**config.mk**
```make
export PLATFORM = sky130hd
export DESIGN_NAME = id_ex_stage
export DESIGN_NICKNAME = d
export VERILOG_FILES = /design/src/rtl/id_ex_stage.sv
export SDC_FILE = /design/constraint.sdc
export NUM_CORES = 1
export LEC_CHECK = 0
export CORE_ASPECT_RATIO = 1.2
export CORE_UTILIZATION = 37
export DETAILED_ROUTE_END_ITERATION = 16
export HOLD_SLACK_MARGIN = 0.12
export PLACE_DENSITY = 0.77
export SLEW_MARGIN = 20
export SYNTH_ARGS = -nofsm -noshare
export SYNTH_HDL_FRONTEND = slang
export SYNTH_SLANG_ARGS = --single-unit
```
**constraint.sdc**
```tcl
create_clock -name clk -period 3.3 [get_ports clk]
set_clock_uncertainty 0.15 [all_clocks]
set_input_delay 0.66 -clock clk [delete_from_list [all_inputs] [get_ports clk]]
set_output_delay 0.66 -clock clk [all_outputs]
set_load 0.05 [all_outputs]
```
**src/rtl/id_ex_stage.sv**
```systemverilog
// Decode-to-execute pipeline register with MEM/WB operand bypass, load-use
// stall detection and one-ahead EX forwarding flags.
module id_ex_stage #(
    parameter int W      = 32,
    parameter int SCNT_W = 16
) (
    input  logic              clk,
    input  logic              reset,
    input  logic              id_valid,
    input  logic [4:0]        id_rs,
    input  logic [4:0]        id_rt,
    input  logic              id_use_rs,
    input  logic              id_use_rt,
    input  logic [4:0]        id_rd,
    input  logic [W-1:0]      Bus_A,
    input  logic [W-1:0]      Bus_B,
    input  logic [W-1:0]      id_imm,
    input  logic              id_reg_write,
    input  logic              id_mem_read,
    input  logic              id_mem_write,
    input  logic              id_alu_src,
    input  logic [3:0]        id_alu_op,
    input  logic [4:0]        mem_rd,
    input  logic              mem_reg_write,
    input  logic [W-1:0]      mem_result,
    input  logic [4:0]        wb_rd,
    input  logic              wb_reg_write,
    input  logic [W-1:0]      wb_result,
    input  logic              ex_hold,
    input  logic              flush,
    output logic              stall_id,
    output logic              ex_valid,
    output logic [W-1:0]      ex_a,
    output logic [W-1:0]      ex_b,
    output logic [W-1:0]      ex_imm,
    output logic [4:0]        ex_rd,
    output logic              ex_reg_write,
    output logic              ex_mem_read,
    output logic              ex_mem_write,
    output logic              ex_alu_src,
    output logic [3:0]        ex_alu_op,
    output logic              ex_fwd_a,
    output logic              ex_fwd_b,
    output logic [SCNT_W-1:0] stall_count
);

    logic              ex_valid_q;
    logic [W-1:0]      ex_a_q, ex_b_q, ex_imm_q;
    logic [4:0]        ex_rd_q;
    logic              ex_reg_write_q, ex_mem_read_q, ex_mem_write_q, ex_alu_src_q;
    logic [3:0]        ex_alu_op_q;
    logic              ex_fwd_a_q, ex_fwd_b_q;
    logic [SCNT_W-1:0] stall_cnt_q;

    // Index 0 is the rs/A source, index 1 the rt/B source.
    logic [1:0][4:0]   src_idx;
    logic [1:0][W-1:0] src_bus;
    logic [1:0][W-1:0] opnd_d;
    logic [1:0]        src_use;
    logic [1:0]        hit_ex;
    logic [1:0]        fwd_d;
    logic              lu;

    assign src_idx = {id_rt, id_rs};
    assign src_bus = {Bus_B, Bus_A};
    assign src_use = {id_use_rt, id_use_rs};

    genvar gi;
    generate
        for (gi = 0; gi < 2; gi++) begin : g_src
            // WB bypass matters because the file only shows the write after the edge.
            assign opnd_d[gi] = (mem_reg_write && mem_rd == src_idx[gi]) ? mem_result :
                                (wb_reg_write  && wb_rd  == src_idx[gi]) ? wb_result  :
                                                                           src_bus[gi];
            assign hit_ex[gi] = src_use[gi] && ex_valid_q && (ex_rd_q == src_idx[gi]);
            assign fwd_d[gi]  = hit_ex[gi] && ex_reg_write_q && !ex_mem_read_q;
        end
    endgenerate

    assign lu       = id_valid && ex_mem_read_q && (|hit_ex);
    assign stall_id = (lu && !flush) || ex_hold;

    always_ff @(posedge clk) begin
        if (reset) begin
            ex_valid_q     <= 1'b0;
            ex_a_q         <= '0;
            ex_b_q         <= '0;
            ex_imm_q       <= '0;
            ex_rd_q        <= '0;
            ex_reg_write_q <= 1'b0;
            ex_mem_read_q  <= 1'b0;
            ex_mem_write_q <= 1'b0;
            ex_alu_src_q   <= 1'b0;
            ex_alu_op_q    <= '0;
            ex_fwd_a_q     <= 1'b0;
            ex_fwd_b_q     <= 1'b0;
            stall_cnt_q    <= '0;
        end else if (ex_hold) begin
            // Freeze everything; a concurrent flush is retried once hold drops.
        end else if (flush || lu) begin
            ex_valid_q     <= 1'b0;
            ex_reg_write_q <= 1'b0;
            ex_mem_read_q  <= 1'b0;
            ex_mem_write_q <= 1'b0;
            if (!flush && stall_cnt_q != '1) begin
                stall_cnt_q <= stall_cnt_q + SCNT_W'(1);
            end
        end else begin
            ex_valid_q     <= id_valid;
            ex_a_q         <= opnd_d[0];
            ex_b_q         <= opnd_d[1];
            ex_imm_q       <= id_imm;
            ex_rd_q        <= id_rd;
            ex_reg_write_q <= id_valid && id_reg_write;
            ex_mem_read_q  <= id_valid && id_mem_read;
            ex_mem_write_q <= id_valid && id_mem_write;
            ex_alu_src_q   <= id_alu_src;
            ex_alu_op_q    <= id_alu_op;
            ex_fwd_a_q     <= fwd_d[0];
            ex_fwd_b_q     <= fwd_d[1];
        end
    end

    assign ex_valid     = ex_valid_q;
    assign ex_a         = ex_a_q;
    assign ex_b         = ex_b_q;
    assign ex_imm       = ex_imm_q;
    assign ex_rd        = ex_rd_q;
    assign ex_reg_write = ex_reg_write_q;
    assign ex_mem_read  = ex_mem_read_q;
    assign ex_mem_write = ex_mem_write_q;
    assign ex_alu_src   = ex_alu_src_q;
    assign ex_alu_op    = ex_alu_op_q;
    assign ex_fwd_a     = ex_fwd_a_q;
    assign ex_fwd_b     = ex_fwd_b_q;
    assign stall_count  = stall_cnt_q;

endmodule

```
* Word-level counts from Yosys, hierarchy flattened
Index checks and enable logic that the tools add are counted.
** Word-level totals
- Logic and storage cells :: 57
- Output and inout port bits :: 129
- Bits in registers :: 128
** Cells by class
- Mux-type cells :: 8
- Reductions and logical operators :: 26
- $add $sub $neg :: 1
- Equality and inequality tests :: 7
- Bitwise operators :: 2
** Operators with widths (number)
- 32-bit two-way mux :: 4
- 5-bit == test :: 6
- 1-bit logical AND :: 19
- 16-bit by 1-bit adder with 16-bit output (second input constant) :: 1
- 16-bit != test (second input constant) :: 1
- 1-bit two-way mux :: 4
- 3-bit AND reduction :: 1
- 1-bit zero test :: 2
- 1-bit logical OR :: 2
- 1-bit NOT :: 2
- 2-bit AND reduction :: 1
- 2-bit OR reduction :: 1

* Logic depth before layout (Yosys ltp)
- Word-level depth :: 7
- Mapped depth :: 8

* Worst setup path before layout
No wires, ideal clock.
- Path kind :: register to output
- From :: reg ex_rd_q[3], in the netlist ex_rd[3]
- To :: out stall_id
- Stages on the path, launching flop included :: 5
- Data arrival time :: 2.764 ns
- Path buffers :: 0
- Data required time :: 2.490 ns
- Setup slack :: -0.274 ns
- Path through :: dfxtp_1 xor2_1 or4_4 o22a_1 o31ai_1
** Between the ends
- Word-level cells in the longest chain between the ends :: 6
** RTL lines
- start: declaration :: line 49 : logic [4:0] ex_rd_q;
- start signal: assignment :: line 113 : ex_rd_q <= id_rd;
- 5-bit == test :: line 75 : assign hit_ex[gi] = src_use[gi] && ex_valid_q && (ex_rd_q == src_idx[gi]);
- 1-bit logical AND :: line 75
- 2-bit OR reduction * :: line 80 : assign lu = id_valid && ex_mem_read_q && (|hit_ex);
- 1-bit logical AND * :: line 80
- 1-bit logical AND * :: line 81 : assign stall_id = (lu && !flush) || ex_hold;
- 1-bit logical OR * :: line 81
- end: declaration :: line 31 : output logic stall_id,
Mark *: on every way between the ends. The rest lies on a longest branch, timed or not.

* Worst setup path in the final report
- From :: in id_use_rs
- To :: out stall_id
** Between the ends
- Word-level cells in the longest chain between the ends :: 6
** RTL lines
- start: declaration :: line 12 : input logic id_use_rs,
- 1-bit logical AND (2 in series) :: line 75
- 2-bit OR reduction :: line 80
- 1-bit logical AND :: line 80
- 1-bit logical AND :: line 81
- 1-bit logical OR :: line 81
No other way between the ends.

==> flow_summary.json <==
{
  "worst-path-max-fanout": 2,
  "ys_types": 43,
  "fillCellCount": 1398,
  "synth_top_cells_by_area": "sky130_fd_sc_hd__dfxtp_1 (42%), sky130_fd_sc_hd__nand2_1 (14%), sky130_fd_sc_hd__a22o_1 (5.0%)",
  "power.static_leakage_uw": 0.00397,
  "first_pass_iters": 7,
  "drc": 0,
  "cts.root.buffer_cell": "sky130_fd_sc_hd__clkbuf_16",
  "ant_nets": 0,
  "first_global_vias": 6549,
  "p_per_area_nw_per_um2": 432,
  "clk_latency_ns": 0.42,
  "max-slew-margin-rel_pct": 58.1,
  "first_iter_violations": 453,
  "final-setup-viol-count": 0,
  "cp-start-kind": "input port",
  "fin_setup_tns_ns": 0,
  "cts_tree": "done",
  "track_usage_pct": 26.2,
  "yosysMostFrequentCell": "sky130_fd_sc_hd__nand2_1",
  "drive_above_1_share_pct": 8.95,
  "grt_antenna_before_repair": 2,
  "timing.reg2reg.setup_slack_ns": 0.69,
  "holdBufCountCts": 0,
  "report.final.hold_viol_count": 0,
  "gp_congestion": 0.892,
  "yosys_most_used_dff": "sky130_fd_sc_hd__dfxtp_1",
  "ios": 331,
  "pin_count_of_the_biggest_net_entering_global_routing": 65,
  "syn_avg_cell_area_um2": 7.71,
  "grt_remaining_overflow": 0,
  "syn_inst": 790,
  "final.min_clock_period_ns": 3.21,
  "cts_num_sinks": 128,
  "register_area_um2": 2560,
  "placeableCoreArea_um2": 16100,
  "max_freq_ghz": 0.312,
  "synth_common_cells": "sky130_fd_sc_hd__nand2_1 (225), sky130_fd_sc_hd__dfxtp_1 (128), sky130_fd_sc_hd__nor2_1 (58)",
  "wl_per_cell_um": 16.9,
  "seq_area_frac_synth_pct": 42.1,
  "report.final.slew_viol_count": 0,
  "vias": 6927,
  "grt_pass1_wl_um": 34800,
  "setup.worst_path.class": "in -> out",
  "ir_drop_v": 0.000263,
  "vias_per_cell": 5.21,
  "final_min_period_over_clock_period_pct": 97.3,
  "total_power_uw": 4480,
  "die_w_um": 119,
  "placement_rows": 51,
  "tightestPinTransition_ns": 0.629,
  "clk_pin_slew_worst_paths_ns": 0.06,
  "drv_cap": 0,
  "die_area_um2": 17000,
  "max-clock-path-buffers": 2,
  "die_height_um": 143,
  "hpwlAfterDp_um": 15800,
  "fin_nets": 1307,
  "mappedNetlistNets": 993,
  "rsz0062_at_grt": "false",
  "port-buffer-count": 330,
  "status": "finished, final reports clean",
  "number_of_enable_flip_flop_cells_after_synthesis": 0,
  "async_flop_share_pct": 0,
  "cp_data_required_time_ns": 2.49,
  "ys_warn_count": 0,
  "cts-buffers-inserted": 17,
  "synth-seq-cells": 128,
  "critPathCaptureType": "output port",
  "finalWirelength_um": 22400,
  "area_growth_pct": 70.3,
  "min_path_type": "reg -> reg",
  "mappedNetlistArea_um2": 6090,
  "timing.hold.ws_ns": 0.304,
  "netlist.top_cell.by_area": "sky130_fd_sc_hd__dfxtp_1",
  "synth_top_cell_area_share_pct": 42.1,
  "initial_core_util_pct": 37.7,
  "data_arrival_at_the_endpoint_of_the_critical_path_ns": 2.40,
  "multi_input_comb_area_um2": 3310,
  "count_of_h_tree_levels_built_during_cts": 4
}
[layer usage]
metal,vias up,GRT usage (%),share of wire (%)
li1,3369,-,-
met1,3157,30.5,40
met2,356,43.8,48
met3,45,9.29,9.8
met4,0,10.3,2.5
met5,-,0,0
[repair_timing]
action / CTS / global route
endpoints found under the setup margin: 1 / 1
pin swaps: 0 / 3
buffers inserted: 0 / 1
endpoints found under the hold margin: 0 / 0
resized for setup: 1 / 2
[registers in the layout, summed over array words and instances (netlist names)]
signal,cells
ex_b,32
ex_reg_write,1
ex_imm,32
ex_alu_src,1
stall_count,16
ex_mem_read,1
ex_fwd_a,1
ex_mem_write,1
ex_alu_op,4
ex_rd,5
ex_valid,1
ex_a,32
ex_fwd_b,1
[layout by cell type (no fill, tap or decap), types with 3 or more instances in the layout]
cell type / instances
sky130_fd_sc_hd__clkdlybuf4s50_1: 326
sky130_fd_sc_hd__xor2_1: 18
sky130_fd_sc_hd__or4_1: 5
sky130_fd_sc_hd__nand2b_1: 4
sky130_fd_sc_hd__xnor2_1: 10
sky130_fd_sc_hd__a32o_1: 29
sky130_fd_sc_hd__inv_1: 10
sky130_fd_sc_hd__and3_1: 3
sky130_fd_sc_hd__clkinv_4: 4
sky130_fd_sc_hd__dfxtp_1: 128
sky130_fd_sc_hd__mux2_2: 4
sky130_fd_sc_hd__a31oi_1: 35
sky130_fd_sc_hd__nor2_1: 57
sky130_fd_sc_hd__buf_12: 10
sky130_fd_sc_hd__nor2b_1: 6
sky130_fd_sc_hd__o21ai_0: 4
sky130_fd_sc_hd__a21oi_1: 48
sky130_fd_sc_hd__clkbuf_16: 17
sky130_fd_sc_hd__a22o_1: 35
sky130_fd_sc_hd__nand2_1: 225
sky130_fd_sc_hd__buf_4: 14
sky130_fd_sc_hd__nor3_1: 4
sky130_fd_sc_hd__or2_2: 30
sky130_fd_sc_hd__nand3_1: 37
sky130_fd_sc_hd__nand4_1: 6
sky130_fd_sc_hd__clkinvlp_4: 4
sky130_fd_sc_hd__a32oi_1: 3
[worst paths after layout]
kind,startpoint,to,cells after the start
worst min register to register,ex_imm[31],ex_imm[31],2
worst max-delay path,id_use_rs,stall_id,6
worst max register to register,ex_rd[3],stall_count[13],7
worst min-delay path,ex_imm[31],ex_imm[31],2
[power by group]
group / total, uW / switching [uW] / internal [uW] / leakage [uW]
logic: 931 / 492 / 439 / 0.00264
registers: 1650 / 38.3 / 1610 / 0.00104
clock network: 1900 / 756 / 1140 / 0.000281
total: 4480 / 1290 / 3200 / 0.00397
[cell families (layout without fill, tap and decap cells)]
logic type      count (synthesis)  after routing  synth area share, %
compound gates                167            167                 20.1
xor+xnor                       28             28                 4.02
fa+ha+maj                       1              1                0.205
buf+inv                        68            395                 4.33
flops                         128            128                 42.1
mux                             6              6                 1.09
other cells                     0              1                    0
simple gates                  392            392                 28.2
[per-stage QoR]
step / cells / area (um^2) / setup WS, ns / utilization, %
floorplan: 790 / 6100 / 0.152 / -
global placement: 1296 / 9760 / -0.00712 / 60.4
detailed placement: 1296 / 9760 / -0.0341 / 60.4
CTS: 1328 / 10400 / 0.000662 / 64.2
global route: 1329 / 10400 / 0.0545 / 64.3
finish: 1330 / 10400 / 0.0906 / 64.3
[worst max-delay path: stages]
cell                              delay [ns]
sky130_fd_sc_hd__clkdlybuf4s50_1        0.48
sky130_fd_sc_hd__nand2_1                0.06
sky130_fd_sc_hd__or4_4                  0.52
sky130_fd_sc_hd__o22a_1                 0.23
sky130_fd_sc_hd__o31ai_4                0.27
sky130_fd_sc_hd__buf_12                 0.17
[layout make-up]
type,instances,share of cell area [%]
diodes,1,0.0241
clock inverters,14,1.53
flip-flops and latches,128,24.7
multi-input cells,594,31.9
inverters,10,0.362
clock buffers,18,4.23
well taps,212,2.56
repair buffers,353,34.7
No activity file was read; power rests on OpenSTA's default activity.
